[config.mk]
export PLATFORM = sky130hd
export DESIGN_NAME = image_readout
export DESIGN_NICKNAME = d
export VERILOG_FILES = /design/src/rtl/image_pkg.sv /design/src/rtl/btn_conditioner.sv /design/src/rtl/image_readout.sv
export SDC_FILE = /design/constraint.sdc
export NUM_CORES = 1
export LEC_CHECK = 0
export ABC_AREA = 1
export ABC_CLOCK_PERIOD_IN_PS = 4900
export CAP_MARGIN = 20
export CORE_MARGIN = 2
export CORE_UTILIZATION = 40
export CTS_CLUSTER_SIZE = 12
export DETAILED_ROUTE_END_ITERATION = 8
export PLACE_DENSITY = 0.68
export SKIP_CTS_REPAIR_TIMING = 1
export SLEW_MARGIN = 15
export SYNTH_ARGS = -nofsm -noshare
export SYNTH_HDL_FRONTEND = slang
export SYNTH_HIERARCHICAL = 1
export SYNTH_SLANG_ARGS = --single-unit
[constraint.sdc]
create_clock -name clk -period 4.9 [get_ports clk]
set_input_delay 0.49 -clock clk [delete_from_list [all_inputs] [get_ports clk]]
set_output_delay 0.49 -clock clk [all_outputs]
set_load 0.01 [all_outputs]
[src/rtl/image_pkg.sv]
// Shared definitions for the 8x8 binary image store and its readout path.
// Used by both the image writer and image_readout.
package image_pkg;

  localparam int IMG_ROWS = 8;
  localparam int ROW_W    = 8;
  localparam int IMG_W    = IMG_ROWS * ROW_W;

  typedef logic [2:0] row_t;

  typedef enum logic {
    MODE_MANUAL,
    MODE_AUTO
  } mode_t;

endpackage

[src/rtl/btn_conditioner.sv]
// Push-button conditioner: two-flop synchroniser, optional stability filter
// (enabled by `define DEBOUNCE_EN), and a one-cycle rising-edge strobe.
module btn_conditioner #(
  parameter int DEBOUNCE_CYCLES = 1_000_000
) (
  input  logic clk,
  input  logic btnReset,
  input  logic btn,
  output logic strobe
);

  logic sync_p0, sync_p1;
  logic vld_p0, vld_p1;
  logic lvl;
  logic prev_p2;
  logic armed;

  // Stage 0/1: metastability synchroniser; vld marks when sync_p1 holds a real sample
  always_ff @(posedge clk or posedge btnReset) begin
    if (btnReset) begin
      sync_p0 <= 1'b0;
      sync_p1 <= 1'b0;
      vld_p0  <= 1'b0;
      vld_p1  <= 1'b0;
    end else begin
      sync_p0 <= btn;
      sync_p1 <= sync_p0;
      vld_p0  <= 1'b1;
      vld_p1  <= vld_p0;
    end
  end

`ifdef DEBOUNCE_EN
  localparam int CNT_W = $clog2(DEBOUNCE_CYCLES + 1);

  logic [CNT_W-1:0] stab_cnt;
  logic             flt;

  // Filtered level flips only after DEBOUNCE_CYCLES consecutive disagreeing samples
  always_ff @(posedge clk or posedge btnReset) begin
    if (btnReset) begin
      stab_cnt <= '0;
      flt      <= 1'b0;
    end else if (sync_p1 == flt) begin
      stab_cnt <= '0;
    end else if (stab_cnt == CNT_W'(DEBOUNCE_CYCLES - 1)) begin
      stab_cnt <= '0;
      flt      <= sync_p1;
    end else begin
      stab_cnt <= stab_cnt + 1'b1;
    end
  end

  assign lvl = flt;
`else
  if (DEBOUNCE_CYCLES < 1) begin : g_bad_debounce_cfg
  end

  assign lvl = sync_p1;
`endif

  // Stage 2: edge detect. A button held across reset release must be seen
  // released (real low sample) before any strobe is allowed.
  always_ff @(posedge clk or posedge btnReset) begin
    if (btnReset) begin
      prev_p2 <= 1'b0;
      armed   <= 1'b0;
      strobe  <= 1'b0;
    end else begin
      prev_p2 <= lvl;
      armed   <= armed | (vld_p1 & ~lvl & ~sync_p1);
      strobe  <= lvl & ~prev_p2 & armed;
    end
  end

endmodule

[src/rtl/image_readout.sv]
// Steps through a stored 8x8 image one row at a time, manually or on a timed dwell.
// Optional button debounce is selected with `define DEBOUNCE_EN.
module image_readout
  import image_pkg::*;
#(
  parameter int CLK_HZ          = 100_000_000,
  parameter int DWELL_CYCLES    = 50_000_000,
  parameter int DEBOUNCE_CYCLES = 1_000_000
) (
  input  logic             clk,
  input  logic             btnReset,
  input  logic             btnNext,
  input  logic             btnAuto,
  input  logic [IMG_W-1:0] img,
  output logic [ROW_W-1:0] led,
  output logic [2:0]       row,
  output logic             auto_on,
  output logic             frame_done
);

  localparam int DW_W = $clog2(DWELL_CYCLES);

  if (CLK_HZ < 1 || DWELL_CYCLES < 2) begin : g_bad_timing_cfg
  end

  logic next_stb, auto_stb;

  mode_t            state_q, state_nx;
  row_t             row_q, row_nx;
  logic [DW_W-1:0]  dwell_q, dwell_nx;
  logic             frame_nx;

  btn_conditioner #(.DEBOUNCE_CYCLES(DEBOUNCE_CYCLES)) u_next (
    .clk      (clk),
    .btnReset (btnReset),
    .btn      (btnNext),
    .strobe   (next_stb)
  );

  btn_conditioner #(.DEBOUNCE_CYCLES(DEBOUNCE_CYCLES)) u_auto (
    .clk      (clk),
    .btnReset (btnReset),
    .btn      (btnAuto),
    .strobe   (auto_stb)
  );

  always_ff @(posedge clk or posedge btnReset) begin
    if (btnReset) begin
      state_q    <= MODE_MANUAL;
      row_q      <= '0;
      dwell_q    <= '0;
      frame_done <= 1'b0;
      led        <= '0;
    end else begin
      state_q    <= state_nx;
      row_q      <= row_nx;
      dwell_q    <= dwell_nx;
      frame_done <= frame_nx;
      led        <= img[ROW_W*row_q +: ROW_W];
    end
  end

  // Mode toggle has priority over a step arriving in the same cycle
  always_comb begin
    state_nx = state_q;
    row_nx   = row_q;
    dwell_nx = dwell_q;
    case (state_q)
      MODE_MANUAL: begin
        if (auto_stb) begin
          state_nx = MODE_AUTO;
          dwell_nx = '0;
        end else if (next_stb) begin
          row_nx = row_q + 3'd1;
        end
      end
      MODE_AUTO: begin
        if (auto_stb) begin
          state_nx = MODE_MANUAL;
          dwell_nx = '0;
        end else if (dwell_q == DW_W'(DWELL_CYCLES - 1)) begin
          dwell_nx = '0;
          row_nx   = row_q + 3'd1;
        end else begin
          dwell_nx = dwell_q + 1'b1;
        end
      end
      default: state_nx = MODE_MANUAL;
    endcase
    frame_nx = (row_q == 3'd7) && (row_nx == 3'd0);
  end

  assign row     = row_q;
  assign auto_on = (state_q == MODE_AUTO);

endmodule

==> results_dict.tcl <==
set metrics [dict create \
    outcome "finished clean" \
    io_buffers 80 \
    via_count 2656 \
    critPathMaxStageDelay_ns 0.74 \
    syn_area_per_cell_sq_um 7.75 \
    synth_warnings 6 \
    ys_ff_latch 53 \
    drc 0 \
    cts.clk_slew.worst_paths_ns 0.10 \
    grt_pass1_wl_microns 11100 \
    clock_sinks 53 \
    cp_data_arrival_time_ns 1.71 \
    dr.pass1.iters 4 \
    die_x_microns 89.2 \
    diodes 0 \
    fin_crit_ns 2.20 \
    fin_crit_sh_pct 44.9 \
    slowest_stage "dfrtp_1" \
    nNetsFinal 524 \
    fin_worst_skew_ns 0.0118 \
    critPathLaunchType "register" \
    globalRoute.totalOverflow 0 \
    gp_congestion 0.833 \
    cap_violations 0 \
    cts.htree.levels 2 \
    hold_path.class "reg2reg" \
    critPathTopFamily "flip-flops" \
    place_ws_ns 2.96 \
    finalMaxSlewViolations 0 \
    ios 81 \
    syn_inst 375 \
    worstPathCellList "clkdlybuf4s50_1" \
    relSlewSlack_pct 48.4 \
    regMostFlops "dwell_q" \
    critical_path.max_fanout 20 \
    grt_max_degree 40 \
    dr.first_iter.drc_count 122 \
    clk_latency_ns 0.31 \
    fp.dieH_microns 89.2 \
    finalSetupTns_ns 0 \
    power.leakage_nw 1.66 \
    final_cell_mix "nor2_1 (94), clkdlybuf4s50_1 (80), nand2_1 (54), dfrtp_1 (53), inv_1 (38)" \
    viasPerCell 4.81 \
    die-area_sq_mm 0.00796 \
    final_antenna_net_count 0 \
    largest_reg_flops 26 \
    setup_viol 0 \
    synth_cell_type_count 37 \
    fin_ws_ns 2.70 \
    routedWlPerCell_microns 11.9 \
    grtUsageTotal_pct 17.8 \
    antenna_found_initial 0 \
    max_freq_mhz 455 \
    area_delta_synth_final_pct 33.4 \
    cp-end-kind "primary output" \
    yosysSeqAreaShare_pct 45.6 \
    num_rows 31 \
    start_util_pct 40.7 \
    drt_wl_total_microns 6570 \
    pwr_density_cell_mw_per_mm2 377 \
    core-area_sq_mm 0.00714 \
    drive_above_1_share_pct 7.06 \
    path_class "reg2out" \
    hold_viol 0 \
    synthesis.area_sq_mm 0.00291 \
    cp.required_ns 4.41 \
    cts_buffer_depth 2 \
    cts_tree "yes" \
    grt_pass1_vias 2594 \
    syn-num-nets 447 \
    peakVddDrop_mv 0.188 \
    crit_buf_inv 1 \
    numCtsBuffers 5 \
    tightest_slew_ns 0.774 \
    rsz0062_at_grt "false" \
    final_common_cell "nor2_1" \
    root_buffer "clkbuf_8" \
    dp_hpwl_microns 5140 \
]
per-layer routing:
metal  vias to the layer above  share of wire, %  track usage, %
li1                       1360                 -               -
met1                      1207                44            21.6
met2                        82                47            30.2
met3                         7               8.6            5.91
met4                         0               1.4            5.02
met5                         -                 0               0
synthesized netlist by cell type, drive strengths merged:
| library cell | instances | area share (%) |
|---|---|---|
| nor2 | 103 | 15 |
| nand2 | 58 | 8.0 |
| dfrtp | 53 | 46 |
| inv | 40 | 5.4 |
| o21ai | 34 | 5.9 |
| nand3 | 16 | 3.5 |
| a31oi | 9 | 1.9 |
| nor3 | 8 | 1.7 |
| o22ai | 8 | 1.7 |
| xor2 | 8 | 2.4 |
| clkbuf | 7 | 0.90 |
| buf | 5 | 1.2 |
| a21oi | 4 | 0.69 |
| ha | 4 | 1.7 |
| nand4 | 3 | 0.86 |
| a211oi | 2 | 0.52 |
| conb | 2 | 0.26 |
| nor3b | 2 | 0.52 |
| xnor2 | 2 | 0.60 |
| a22o | 1 | 0.30 |
| a41oi | 1 | 0.30 |
| nor4 | 1 | 0.22 |
| o211a | 1 | 0.34 |
| o21a | 1 | 0.26 |
| o21bai | 1 | 0.26 |
| or2 | 1 | 0.22 |
report_power, final:
| group | internal, W | switching (W) |
|---|---|---|
| Combinational | 0.000284 | 0.000360 |
| Clock | 0.000103 | 0.000149 |
| Sequential | 0.000504 | 0.0000610 |
| Total | 0.000891 | 0.000571 |
logic make-up after synthesis:
| logic type | Yosys count | synth area share [%] |
|---|---|---|
| compound gates | 62 | 12.2 |
| xor+xnor | 10 | 3.01 |
| fa+ha+maj | 4 | 1.72 |
| buf+inv | 52 | 7.53 |
| flops | 53 | 45.6 |
| other cells | 2 | 0.258 |
| simple gates | 192 | 29.7 |
layout make-up:
type / count / area [sq um]
Tap cell: 99 / 124
Sequential cell: 53 / 1330
Fill cell: 671 / 3260
Clock inverter: 3 / 25.0
Clock buffer: 5 / 68.8
Inverter: 40 / 158
Timing Repair Buffer: 82 / 816
Multi-Input combinational cell: 270 / 1360
metrics by stage:
step,cells,util [%],area (sq um),hold slack (ns),total power (W)
6_report,552,54.3,3880,0.357,0.00146
5_1_grt,552,54.3,3880,0.361,0.00158
4_1_cts,552,54.3,3880,0.359,0.00148
3_5_place_dp,544,53.0,3780,0.336,0.00123
3_3_place_gp,544,53.0,3780,0.331,0.00122
2_1_floorplan,375,-,2910,0.293,0.000992
path summary, 6_finish.rpt:
path,endpoint,slack [ns],cells past startpoint,from
max,row[1],2.70,1,row[1]$_DFF_PP0_
min,u_auto/lvl$_DFF_PP0_,0.36,0,u_auto/sync_p0$_DFF_PP0_
max reg2reg,led[6]$_DFF_PP0_,2.94,6,row[0]$_DFF_PP0_
min reg2reg,u_auto/lvl$_DFF_PP0_,0.36,0,u_auto/sync_p0$_DFF_PP0_
max in group asynchronous,dwell_q[2]$_DFFE_PP0P_,3.91,3,btnReset
min in group asynchronous,u_next/lvl$_DFF_PP0_,0.44,2,btnReset
Power figures use the tool's default switching activity.
